**config.mk**
```make
export PLATFORM = sky130hd
export DESIGN_NAME = id_ex_operand_stage
export DESIGN_NICKNAME = d
export VERILOG_FILES = /design/src/rtl/id_ex_operand_stage.sv
export SDC_FILE = /design/constraint.sdc
export NUM_CORES = 1
export LEC_CHECK = 0
export ABC_AREA = 1
export BUFFER_PORTS_ARGS = -buffer_cell sky130_fd_sc_hd__buf_2
export CORE_UTILIZATION = 39
export DETAILED_ROUTE_END_ITERATION = 16
export GPL_TIMING_DRIVEN = 0
export PLACE_DENSITY = 0.84
export SLEW_MARGIN = 10
export SYNTH_ARGS = -nofsm -noshare
export SYNTH_HDL_FRONTEND = slang
export SYNTH_SLANG_ARGS = --single-unit
```
**constraint.sdc**
```tcl
create_clock -name clk -period 1.3 [get_ports clk]
set_input_delay 0.26 -clock clk [delete_from_list [all_inputs] [get_ports clk]]
set_output_delay 0.26 -clock clk [all_outputs]
set_load 0.05 [all_outputs]
```
**src/rtl/id_ex_operand_stage.sv**
```systemverilog
// rtl/id_ex_operand_stage.sv - ID/EX operand build and pipeline register; define FWD_EN to enable operand forwarding
module id_ex_operand_stage #(
    parameter int DW = 16,
    parameter int RW = 3
) (
    input  logic          clk,
    input  logic          rst,
    input  logic          in_valid,
    output logic          in_ready,
    input  logic [15:0]   instr,
    input  logic [DW-1:0] rs_data,
    input  logic [DW-1:0] rt_data,
    input  logic          fwd_mem_valid,
    input  logic [RW-1:0] fwd_mem_reg,
    input  logic [DW-1:0] fwd_mem_data,
    input  logic          fwd_mem_is_load,
    input  logic          fwd_wb_valid,
    input  logic [RW-1:0] fwd_wb_reg,
    input  logic [DW-1:0] fwd_wb_data,
    input  logic          flush,
    output logic          out_valid,
    input  logic          out_ready,
    output logic [4:0]    opcode,
    output logic [1:0]    funct,
    output logic [DW-1:0] Ain,
    output logic [DW-1:0] Bin,
    output logic [RW-1:0] rd
);

    logic [4:0]    op_in;
    logic [RW-1:0] rs_idx;
    logic [RW-1:0] rt_idx;
    logic          is_imm5;
    logic          is_shift;
    logic          is_rr;
    logic          rs_mem_hit;
    logic          rt_mem_hit;
    logic          rs_wb_hit;
    logic          rt_wb_hit;
    logic [DW-1:0] rs_val;
    logic [DW-1:0] rt_val;
    logic [DW-1:0] a_next;
    logic [DW-1:0] b_next;
    logic [RW-1:0] rd_next;
    logic          hazard;
    logic          capture;

    assign op_in    = instr[15:11];
    assign rs_idx   = instr[8 +: RW];
    assign rt_idx   = instr[5 +: RW];
    assign is_imm5  = (op_in[4:2] == 3'b010);
    assign is_shift = (op_in[4:2] == 3'b101);
    assign is_rr    = (op_in[4:1] == 4'b1101);

    // Rt only counts as a source for the register-register class
    assign rs_mem_hit = fwd_mem_valid && (fwd_mem_reg == rs_idx);
    assign rt_mem_hit = fwd_mem_valid && is_rr && (fwd_mem_reg == rt_idx);
    assign rs_wb_hit  = fwd_wb_valid && (fwd_wb_reg == rs_idx);
    assign rt_wb_hit  = fwd_wb_valid && is_rr && (fwd_wb_reg == rt_idx);

`ifdef FWD_EN
    // Source selection with bypass: MEM result beats WB, loads in MEM cannot bypass yet
    always_comb begin
        rs_val = rs_data;
        rt_val = rt_data;
        if (rs_mem_hit && !fwd_mem_is_load) begin
            rs_val = fwd_mem_data;
        end else if (rs_wb_hit) begin
            rs_val = fwd_wb_data;
        end
        if (rt_mem_hit && !fwd_mem_is_load) begin
            rt_val = fwd_mem_data;
        end else if (rt_wb_hit) begin
            rt_val = fwd_wb_data;
        end
    end

    // Only a load sitting in MEM that feeds a source forces a stall
    assign hazard = in_valid && fwd_mem_is_load && (rs_mem_hit || rt_mem_hit);
`else
    logic unused_fwd;

    // Without bypass paths the register file values are used as read
    always_comb begin
        rs_val = rs_data;
        rt_val = rt_data;
    end

    // Any in-flight writer of a source must retire before this instruction issues
    assign hazard     = in_valid && (rs_mem_hit || rt_mem_hit || rs_wb_hit || rt_wb_hit);
    assign unused_fwd = ^{fwd_mem_data, fwd_wb_data, fwd_mem_is_load};
`endif

    // Operand B and destination depend on the opcode class; unknown classes get zeros
    always_comb begin
        a_next  = rs_val;
        b_next  = '0;
        rd_next = '0;
        if (is_imm5) begin
            if (op_in[1]) begin
                b_next = {{(DW-5){1'b0}}, instr[4:0]};
            end else begin
                b_next = {{(DW-5){instr[4]}}, instr[4:0]};
            end
            rd_next = instr[5 +: RW];
        end else if (is_shift) begin
            b_next  = {{(DW-4){1'b0}}, instr[3:0]};
            rd_next = instr[5 +: RW];
        end else if (is_rr) begin
            b_next  = rt_val;
            rd_next = instr[2 +: RW];
        end
    end

    assign in_ready = (!out_valid || out_ready) && !hazard && !flush;
    assign capture  = in_valid && in_ready;

    // ID/EX register: flush beats capture, capture beats drain, otherwise hold
    always_ff @(posedge clk or posedge rst) begin
        if (rst) begin
            out_valid <= 1'b0;
            opcode    <= '0;
            funct     <= '0;
            Ain       <= '0;
            Bin       <= '0;
            rd        <= '0;
        end else if (flush) begin
            out_valid <= 1'b0;
        end else if (capture) begin
            out_valid <= 1'b1;
            opcode    <= op_in;
            funct     <= instr[1:0];
            Ain       <= a_next;
            Bin       <= b_next;
            rd        <= rd_next;
        end else if (out_ready) begin
            out_valid <= 1'b0;
        end
    end

endmodule

```
Word-level counts from Yosys, hierarchy flattened
Cells that the tools add are included.
Widths: inputs -> output; s select.
Storage, ports and cells
  output and inout bits: 44
  bits in registers: 43
  logic and storage cells: 43
Cells by class
  muxes and demuxes: 10
  equal/unequal tests: 7
  reductions and logical operators: 19
  bitwise logic cells: 1
Operators by type and width (number)
  $mux 16: 4
  $eq 3x3->1: 4
  $logic_and 1x1->1: 10
  $mux 3: 3
  $eq 4x4->1 const B: 1
  $logic_or 1x1->1: 4
  $eq 3x2->1 const B: 1
  $eq 3x3->1 const B: 1
  $logic_not 1->1: 3
  $mux 1: 3
  $reduce_bool 3->1: 1
  $reduce_and 2->1: 1
  $not 1->1: 1

Logic depth before layout (Yosys ltp)
  depth in word-level cells: 13
  depth in mapped cells: 11
  gate-level depth less buffers: 10

Worst setup path after synthesis
OpenSTA, ideal clock, no wires.
  kind: register to output
  from: reg out_valid
  to: out in_ready
  slack: -0.668 ns
  cell stages (with the launch flop): 4
  data arrival time: 1.708 ns
  path through: dfrtp_1 -> a21oi_2 -> clkbuf_1 -> o21a_1
Between the ends
  word-level cells in the longest chain between the ends: 4
Ends and longest elaborated chain
  start: declaration: line 21  | output logic out_valid,
  start signal: assignment: line 121  | out_valid <= 1'b0;
  start signal: assignment: line 128  | out_valid <= 1'b0;
  start signal: assignment: line 130  | out_valid <= 1'b1;
  $logic_not 1->1: line 115  | assign in_ready = (!out_valid || out_ready) && !hazard && !flush;
  $logic_or 1x1->1: line 115
  $logic_and 1x1->1 (2 in a row): line 115
  end: declaration: line 9  | output logic in_ready,
No other way between the ends.

Worst setup path after layout
Ends and elaborated chain as after synthesis.

==> results_dict.tcl <==
set metrics [dict create \
    fin_cells 507 \
    row_count 27 \
    ant_nets 0 \
    yosys-top-cells-area "dfrtp_1 46%, nand2_1 22%, nand4_1 12%" \
    diodes 0 \
    clockRootBuffer "clkbuf_8" \
    finalSetupTns_ns -5.56 \
    tightest_slew_ns 0.561 \
    synth_area_um2 2340 \
    cap_viol_max_count 0 \
    via_count 2522 \
    initial_utilization_pct 41.4 \
    core_um2 5640 \
    failed_checks "setup timing" \
    ys_seq_area_share_pct 46.0 \
    io_pins 138 \
    cp.arrival_ns 1.33 \
    cp-startpoint "out_valid" \
    status "finished with violations" \
    hpwl_um 4730 \
    dieArea_um2 6310 \
    cts.sinks 43 \
    synth_area_leader_cell "dfrtp_1" \
    rsz0062_at_grt "true" \
    ys.flop_type "dfrtp_1" \
    fin_ws_ns -0.288 \
    initialDrtViolationCount 101 \
    fin_crit_ns 1.59 \
    path_class "flop to output pin" \
    yosysWarnings 0 \
    synth_async_sr_flop_share_pct 100 \
    synth.top_cell.area_share_pct 46.0 \
    areaGrowthSynthToFinish_pct 44.6 \
    slew_viol_final 0 \
    clk_pin_slew_ns 0.08 \
    peakVddDrop_mv 0.640 \
    setup_viol 44 \
    max_clock_freq_mhz 630 \
    hold_path.startpoint "flush" \
    place_congestion 0.793 \
    synth-seq-cells 43 \
    finalCritPeriodShare_pct 122 \
    via_per_inst 4.97 \
    drive_above_1_share_pct 39.5 \
    route.detailed.drc 0 \
    powerDensity_nw_per_um2 1310 \
    utilization_pct 59.9 \
    die_w_um 79.4 \
    synthDistinctLibCells 23 \
    wl_um 7020 \
    grt_pass1_wl_um 10800 \
    cts-buffers-inserted 5 \
    clk_path_buf_depth 2 \
    start_kind "flop" \
    synth_edf_count 0 \
    grt_pass1_vias 2320 \
    r2r_start "out_valid" \
    numPortBuffers 103 \
    wire_per_inst_um 13.8 \
    worstPathMaxFanout 3 \
    finalHoldViolCount 0 \
    finClkSkew_ns 0.00703 \
    h-tree-depth 2 \
    grt.overflow.total 0 \
    clk_latency_ns 0.30 \
    gr-usage-all-layers_pct 22.2 \
    hp-class "input pin to flop" \
    antenna_found_initial 0 \
    end_kind "output pin" \
    synth_cells 306 \
    synthesis.nets 400 \
    p_leak_nw 1.99 \
    synth.most_common_cell "nand2_1" \
    cp_data_required_time_ns 1.04 \
    synthTopCellsByCount "137 x nand2_1, 43 x dfrtp_1, 43 x nand4_1" \
    fin_nets 528 \
    cts_tree "done" \
    relSlewSlack_pct 62.6 \
    dpl.cell_count 482 \
    die_y_um 79.4 \
    synth.avg_cell_area_um2 7.64 \
    grt_max_degree 32 \
    pre_cts_slack_ns -0.441 \
    drtPass1Iterations 4 \
]
[cell families after synthesis]
logic type	synth area share, %
compound gates	4.66
xor+xnor	1.87
buf+inv	9.10
flops	46.0
simple gates	38.3
[metrics by stage]
stage | hold WS (ns) | power, mW | area, µm²
after floorplan | 0.364 | 2.81 | 2360
after global placement | 0.449 | 3.22 | 2970
after detailed placement | 0.227 | 3.26 | 2990
after CTS | 0.172 | 4.37 | 3280
after global routing | 0.180 | 4.63 | 3380
final | 0.178 | 4.42 | 3380
[placed cells by master, fill, tap and decap left out, types with 4 or more instances in the layout]
master / n
nand3_1: 4
buf_4: 10
nand2_2: 11
nand2_1: 125
a21oi_1: 14
inv_1: 16
nand4_1: 43
buf_8: 4
dfrtp_1: 42
clkbuf_8: 6
xnor2_1: 4
buf_6: 13
buf_2: 101
nor2_1: 5
[routing by layer]
layer	track usage (%)	routed length [µm]	share of wire, %
met5	0	0	0
met4	7.45	84	1.2
met3	4.57	440	6.3
met2	37.0	3420	49
met1	28.7	3080	44
[worst max-delay path: stages, from the launching register on]
cell and delay, ns:
dfrtp_2 0.43, a21oi_4 0.17, clkbuf_8 0.16, o21a_4 0.12, buf_8 0.14
[state kept, by name, summed over array words and instances (netlist names)]
register,flops
rd,3
opcode,5
funct,2
Bin,16
out_valid,1
Ain,16
[power breakdown]
part / switching [mW] / internal [mW] / leakage, nW / total [mW]
registers: 0.115 / 1.54 / 0.554 / 1.65
clock network: 0.478 / 0.572 / 0.0581 / 1.05
logic: 1.24 / 0.478 / 1.38 / 1.72
[path summary, 6_finish.rpt]
| path | endpoint | slack, ns | depth (start not counted) |
|---|---|---|---|
| max | in_ready | -0.29 | 4 |
| min | out_valid | 0.18 | 2 |
| max reg2reg | Bin[11] | -0.16 | 6 |
| min reg2reg | rd[1] | 0.47 | 2 |
| max in group asynchronous | opcode[4] | 0.38 | 4 |
| min in group asynchronous | Ain[2] | 0.45 | 3 |
[what timing repair did]
item	CTS	global route
hold buffers	1	0
endpoints found under the setup margin	43	44
setup buffers	12	2
endpoints found under the hold margin	12	0
gates cloned	2	4
gates resized for setup	24	31
pin swaps	7	14
[area by class of cell]
cell class,count,area [µm²]
sequential,43,1080
inverter,21,81.3
clock buffer,5,68.8
buffer,19,151
multi-input combinational,224,1150
clock inverter,3,43.8
tap,72,90.1
timing repair buffer,120,713
fill,520,2260
Note: power is estimated with default switching activity, not from simulation.
